[config.mk]
export PLATFORM = sky130hd
export DESIGN_NAME = checkbits_perf_monitor_flat
export DESIGN_NICKNAME = d
export VERILOG_FILES = /design/src/rtl/checkbits_perf_monitor_if.sv /design/src/rtl/checkbits_perf_monitor.sv /design/src/flat_wrapper.sv
export SDC_FILE = /design/constraint.sdc
export NUM_CORES = 1
export LEC_CHECK = 0
export ABC_AREA = 0
export CAP_MARGIN = 20
export CORE_MARGIN = 1
export CORE_UTILIZATION = 41
export CTS_CLUSTER_DIAMETER = 30
export CTS_CLUSTER_SIZE = 10
export DETAILED_ROUTE_END_ITERATION = 10
export GPL_TIMING_DRIVEN = 0
export SLEW_MARGIN = 20
export SYNTH_ARGS = -nofsm -noshare
export SYNTH_HDL_FRONTEND = slang
export SYNTH_SLANG_ARGS = --single-unit
[constraint.sdc]
create_clock -name clock -period 3.4 [get_ports clock]
set_input_delay 0.34 -clock clock [delete_from_list [all_inputs] [get_ports clock]]
set_output_delay 0.34 -clock clock [all_outputs]
set_load 0.02 [all_outputs]
[src/rtl/checkbits_perf_monitor_if.sv]
// Bundle of the checkbits monitor's bus-side signals: the firmware pad bus and
// clear go in, the measurement status and kcycle count come out.
interface checkbits_perf_monitor_if;
   logic [15:0] checkbits;
   logic        clear;
   logic        busy;
   logic        pass;
   logic        fail;
   logic        done;
   logic [31:0] kcycles;

   // Test harness / host side
   modport master (
      output checkbits,
      output clear,
      input  busy,
      input  pass,
      input  fail,
      input  done,
      input  kcycles
   );

   // Monitor side
   modport slave (
      input  checkbits,
      input  clear,
      output busy,
      output pass,
      output fail,
      output done,
      output kcycles
   );
endinterface

[src/rtl/checkbits_perf_monitor.sv]
// Checkbits performance monitor: watches the firmware-driven checkbits pad bus,
// starts a kcycle measurement on START_CODE, ends it with pass on END_CODE and
// declares fail when the total time since reset/clear reaches TIMEOUT_K kcycles.
module checkbits_perf_monitor #(
   parameter logic [15:0] START_CODE   = 16'hA000,
   parameter logic [15:0] END_CODE     = 16'hAB00,
   parameter int unsigned CYCLES_PER_K = 1000,
   parameter int unsigned TIMEOUT_K    = 150,
   parameter int unsigned STABLE       = 2
) (
   input logic                     clock,
   input logic                     reset,
   checkbits_perf_monitor_if.slave mon
);

   localparam int unsigned SUB_W  = $clog2(CYCLES_PER_K);
   localparam int unsigned TOT_W  = $clog2(TIMEOUT_K + 1);
   localparam int unsigned STAB_W = $clog2(STABLE + 1);

   localparam logic [SUB_W-1:0]  SUB_MAX   = SUB_W'(CYCLES_PER_K - 1);
   localparam logic [TOT_W-1:0]  TOT_LAST  = TOT_W'(TIMEOUT_K - 1);
   localparam logic [STAB_W-1:0] STAB_MAX  = STAB_W'(STABLE);

   typedef enum logic [1:0] {
      IDLE = 2'd0,
      RUN  = 2'd1,
      PASS = 2'd2,
      FAIL = 2'd3
   } state_t;

   state_t            state;

   logic [15:0]       s1;
   logic [15:0]       s2;
   logic [15:0]       filt;
   logic [STAB_W-1:0] stab_cnt;
   logic [STAB_W-1:0] stab_nxt;
   logic              accept;
   logic              evt_start;
   logic              evt_end;

   logic [SUB_W-1:0]  run_sub;
   logic [31:0]       kcycles_q;

   logic [SUB_W-1:0]  tot_sub;
   logic [TOT_W-1:0]  tot_k;
   logic              tot_wrap;
   logic              timeout_hit;
   logic              counting;

   logic              busy_q;
   logic              pass_q;
   logic              fail_q;
   logic              done_q;

   // reset and clear share one effect; reset simply wins when both are high
   logic              restart;
   assign restart = reset | mon.clear;

   function automatic logic [31:0] sat_inc32(input logic [31:0] v);
      return (v == 32'hFFFF_FFFF) ? v : v + 32'd1;
   endfunction

   function automatic logic [STAB_W-1:0] stab_inc(input logic [STAB_W-1:0] v);
      return (v >= STAB_MAX) ? STAB_MAX : v + STAB_W'(1);
   endfunction

   // Stability run length of the value s2 takes on this edge (s1 is that value),
   // plus the timeout-wrap decode used by the FSM.
   always_comb begin
      stab_nxt    = (s1 == s2) ? stab_inc(stab_cnt) : STAB_W'(1);
      accept      = (stab_nxt >= STAB_MAX);
      counting    = (state == IDLE) || (state == RUN);
      tot_wrap    = (tot_sub == SUB_MAX);
      timeout_hit = counting && tot_wrap && (tot_k == TOT_LAST);
   end

   // Two-flop synchronizer, stability filter and single-shot code events.
   always_ff @(posedge clock) begin
      if (restart) begin
         s1        <= 16'h0000;
         s2        <= 16'h0000;
         filt      <= 16'h0000;
         stab_cnt  <= '0;
         evt_start <= 1'b0;
         evt_end   <= 1'b0;
      end else begin
         s1        <= mon.checkbits;
         s2        <= s1;
         stab_cnt  <= stab_nxt;
         evt_start <= 1'b0;
         evt_end   <= 1'b0;
         if (accept) begin
            filt      <= s1;
            evt_start <= (s1 == START_CODE) && (filt != START_CODE);
            evt_end   <= (s1 == END_CODE)   && (filt != END_CODE);
         end
      end
   end

   // Free-running timeout counter; only restart clears it, start codes do not.
   always_ff @(posedge clock) begin
      if (restart) begin
         tot_sub <= '0;
         tot_k   <= '0;
      end else if (counting) begin
         if (tot_wrap) begin
            tot_sub <= '0;
            tot_k   <= tot_k + TOT_W'(1);
         end else begin
            tot_sub <= tot_sub + SUB_W'(1);
         end
      end
   end

   // Measurement FSM with registered status flags and the measured kcycle count.
   always_ff @(posedge clock) begin
      if (restart) begin
         state     <= IDLE;
         busy_q    <= 1'b0;
         pass_q    <= 1'b0;
         fail_q    <= 1'b0;
         done_q    <= 1'b0;
         run_sub   <= '0;
         kcycles_q <= 32'd0;
      end else begin
         done_q <= 1'b0;
         case (state)
            IDLE: begin
               if (timeout_hit) begin
                  state  <= FAIL;
                  fail_q <= 1'b1;
                  done_q <= 1'b1;
               end else if (evt_start) begin
                  state     <= RUN;
                  busy_q    <= 1'b1;
                  run_sub   <= '0;
                  kcycles_q <= 32'd0;
               end
            end
            RUN: begin
               if (evt_end) begin
                  // end code beats a coincident timeout; kcycles freezes here
                  state  <= PASS;
                  busy_q <= 1'b0;
                  pass_q <= 1'b1;
                  done_q <= 1'b1;
               end else if (timeout_hit) begin
                  // timeout beats a coincident restart
                  state  <= FAIL;
                  busy_q <= 1'b0;
                  fail_q <= 1'b1;
                  done_q <= 1'b1;
               end else if (evt_start) begin
                  run_sub   <= '0;
                  kcycles_q <= 32'd0;
               end else if (run_sub == SUB_MAX) begin
                  run_sub   <= '0;
                  kcycles_q <= sat_inc32(kcycles_q);
               end else begin
                  run_sub <= run_sub + SUB_W'(1);
               end
            end
            PASS: state <= PASS;
            FAIL: state <= FAIL;
            default: begin
               state  <= IDLE;
               busy_q <= 1'b0;
               pass_q <= 1'b0;
               fail_q <= 1'b0;
            end
         endcase
      end
   end

   assign mon.busy    = busy_q;
   assign mon.pass    = pass_q;
   assign mon.fail    = fail_q;
   assign mon.done    = done_q;
   assign mon.kcycles = kcycles_q;

endmodule
[src/flat_wrapper.sv]
// flat-port wrapper written by rule: the top's interface ports become plain ports
module checkbits_perf_monitor_flat 
#(
   parameter logic [15:0] START_CODE   = 16'hA000,
   parameter logic [15:0] END_CODE     = 16'hAB00,
   parameter int unsigned CYCLES_PER_K = 1000,
   parameter int unsigned TIMEOUT_K    = 150,
   parameter int unsigned STABLE       = 2
)
  (clock, reset, mon_checkbits, mon_clear, mon_busy, mon_pass, mon_fail, mon_done, mon_kcycles);
  checkbits_perf_monitor_if mon_i ();
  input logic clock;
  input logic reset;
  input wire logic [$bits(mon_i.checkbits)-1:0] mon_checkbits;
  input wire logic [$bits(mon_i.clear)-1:0] mon_clear;
  output wire logic [$bits(mon_i.busy)-1:0] mon_busy;
  output wire logic [$bits(mon_i.pass)-1:0] mon_pass;
  output wire logic [$bits(mon_i.fail)-1:0] mon_fail;
  output wire logic [$bits(mon_i.done)-1:0] mon_done;
  output wire logic [$bits(mon_i.kcycles)-1:0] mon_kcycles;
  assign mon_i.checkbits = mon_checkbits;
  assign mon_i.clear = mon_clear;
  assign mon_busy = mon_i.busy;
  assign mon_pass = mon_i.pass;
  assign mon_fail = mon_i.fail;
  assign mon_done = mon_i.done;
  assign mon_kcycles = mon_i.kcycles;
  checkbits_perf_monitor #(.START_CODE(START_CODE), .END_CODE(END_CODE), .CYCLES_PER_K(CYCLES_PER_K), .TIMEOUT_K(TIMEOUT_K), .STABLE(STABLE)) u_core (.clock(clock), .reset(reset), .mon(mon_i));
endmodule
==> results.md <==
* Synth Area in Compound Gates at 15.2%
* Part of the power in registers at 41.4%
* Post-DP HPWL at 9590 um
* Worst flop-to-flop path startpoint: u_core.state[0]
* Synth Flop Type: dfxtp_1
* Static Leakage at 0.00221 uW
* Logic pwr share at 2.5%
* N_diodes at 0
* Clk Latency, worst-skew pair at 0.42 ns
* Clock sinks at 118
* Gpl congestion at 0.874
* Vias/cell at 5.59
* Clock Power Share at 56.1%
* Antenna viol nets, final at 0
* Postcts setup bufs at 0
* Fin crit share at 84.1%
* Largest family of logic cells by synthesized area: simple AND/OR/NAND/NOR gates
* # DRC at 0
* Simple-gate share of the synthesized area at 27.4%
* CP Cell Sequence: buf_2 > nor3b_1 > nor4bb_1 > nand4_1 > nand2_1 > buf_4 > buf_4 > o211ai_1 > o41ai_1
* Worst reg2reg endpoint: u_core.mon.kcycles[12]
* CTS clock-pin slew for the worst setup and hold paths at 0.05 ns
* DRT Wirelength at 13600 um
* Max Root-Sink Buffers at 2
* Syn Area/Cell at 8.80 um2
* Peak supply drop at 0.000313 V
* Switch share at 19.7%
* Data arrival, critical path at 3.16 ns
* GRT Overall Usage at 21.7%
* Required time of the critical path at 3.71 ns
* Synth Area in XOR/XNOR at 4.71%
* Final hold slack at 0.470 ns
* RSZ-0062 raised after global routing: no
* Ports at 55
* Root buf cell: clkbuf_16
* Slew headroom at 30.5%
* Metal3 WL at 771 um
* Most common cell after layout, fill and taps aside: dfxtp_1
* Max layer used: met4
* Vias in the first global route at 4393
* Hold Path Sink: u_core.run_sub[8]
* Worst Setup End Kind: flip-flop
* Sequential-to-total area share from yosys stat at 45.4%
* Row cnt at 40
* Met2 wire length at 6290 um
* Fraction of synthesis flops using an asynchronous set or reset pin at 0%
* Mux contribution to synthesized area at 3.27%
* Final min period at 2.86 ns
* Area occupied by multi-input gates at 2700 um2
* Clock skew at 0.00764 ns
* R2R depth at 9
* Crit-path max cell delay at 0.63 ns
* Final Util at 54.0%
* Die X at 115 um
* # resized after CTS at 0
* Initial DRC Count at 281
* Synth Area in Adders at 1.20%
* R2R Setup Slk at 0.54 ns
* Total number of vias at 4726
* Warnings from Yosys at 0
* Post-synth EDFFs at 0
* Critical path type: reg2reg
* Seq cells post-synth at 118
* Cts bufs inserted at 17
* PD cells at 517 nW/um2
* Post-Synthesis Net Count at 616
* Layout cells sized above 1 at 6.50%
* H-Tree Depth at 4
* Non-Filler Instances at 845
* First-pass GRT wire length at 21900 um
* Worst slew pin tran at 1.03 ns
* Synth Instances at 592
* HP Class: reg2reg
* DR WL/cell at 16.1 um
* Die footprint at 13200 um2
* Hold buffers post-CTS at 0
* Dpl cells at 814
* Post-synth cell types at 49
* Core footprint at 12200 um2
* Fin. max-slew vios at 0
* Drt pass-1 iters at 5
* CP most frequent cell: buf_4
* Final hold violation count at 0
* Startpoint types: flip-flop
* Outcome: finished clean
* CTS tree: yes
* Starting Density at 42.6%
* PortBufs at 54
* CP max FO at 10
* Synth-to-Final Area Change at 26.6%
* Max-cap violations at 0
* Wire length on met1 at 6370 um
* Slowest stage cell, crit path: nor3b_1
* Layout Nets at 689
* Total gr overflow at 0
* Hold Path Cell Cnt at 2
* Most frequent cells in the layout: dfxtp_1, nor2_1, clkdlybuf4s50_1, a21oi_1, nand2_1
* Fillcell total at 1169
* Switching power at 670 uW
* FMAX at 0.350 GHz
* Initial antenna violation count at 0
* Final setup vio count at 0
* Synthesized area at 5210 um2
* Setup TNS at 0 ns
* Largest net degree at the start of global routing at 17
* Register area at 2360 um2
* Die height at 115 um
* HP Start: u_core.run_sub[8]
* Int Power at 2740 uW
## worst max-delay path by stage
stage | from | to | cells past startpoint
after CTS | u_core.state[0] | u_core.mon.kcycles[12] | 9
final | u_core.state[0] | u_core.mon.kcycles[12] | 9
after global routing | u_core.state[0] | u_core.mon.kcycles[12] | 9
after global placement | mon_clear | u_core.mon.kcycles[22] | 7
after floorplan | u_core.mon.kcycles[2] | u_core.mon.kcycles[24] | 8
after detailed placement | mon_clear | u_core.mon.kcycles[22] | 7
## final cells by class
cell class,instances,share of cell area [%]
multi-input cells,439,40.9
flip-flops and latches,118,35.8
repair buffers,54,8.20
clock buffers,23,7.40
well taps,168,3.19
clock inverters,8,2.20
plain buffers,31,2.01
inverters,4,0.228
## cell families after synthesis
logic type / Yosys count
AOI/OAI and AO/OA: 131
xor gates and xnor gates: 28
adders and majority gates: 5
buffers and inverters: 35
DFF: 118
muxes: 17
and+or+nand+nor: 258
## metal layers
layer  vias to the layer above  GRT usage [%]
met5                         -              0
met4                         0           9.52
met3                        18           4.45
met2                       162           33.7
met1                      2242           29.4
li1                       2304              -
## cells in the mapped netlist (7+ instances only)
cell type  number  area [um2]
a21oi_1        47         235
a31oi_1        11        68.8
and2_1         36         225
and3_1         14        87.6
buf_2           7        35.0
clkbuf_1       17        63.8
dfxtp_1       118        2360
mux2i_1        17         170
nand2_1        37         139
nand3_1        23         115
nand4_1        25         156
nor2_1         54         203
nor3_1          8        40.0
nor4_1          7        43.8
o211ai_1       18         135
o21ai_0        27         135
o31ai_1        14         105
or3_1          14        87.6
xnor2_1        16         140
xor2_1         12         105
## worst max-delay path: cells and delay by family, from the launching register on
kind                   cells  cell delay (ns)
buffers and inverters      3             0.64
DFF                        1             0.32
AOI/OAI and AO/OA          2             0.21
and+or+nand+nor            4             1.56
## state kept, by name, indices dropped and copies added, names as in the netlist, 2 cells and up
register	count
u_core.filt	16
u_core.mon.kcycles	32
u_core.run_sub	10
u_core.s1	16
u_core.s2	16
u_core.stab_cnt	2
u_core.state	2
u_core.tot_k	8
u_core.tot_sub	10
## power by group through the flow
stage	Combinational, uW	Clock [uW]	Sequential [uW]
6_report	85.6	1910	1410
5_1_grt	94.0	2010	1410
4_1_cts	86.5	1940	1410
3_5_place_dp	85.8	0	1440
3_3_place_gp	84.8	0	1440
2_1_floorplan	47.5	0	1430
## stage by stage
stage	worst slack (ns)	total power, uW	instance area (um2)
2_1_floorplan	1.11	1480	5210
3_3_place_gp	0.539	1520	5960
3_5_place_dp	0.512	1530	5960
4_1_cts	0.620	3440	6590
5_1_grt	0.369	3510	6590
6_report	0.542	3410	6590
Note: power is estimated with default switching activity, not from simulation.
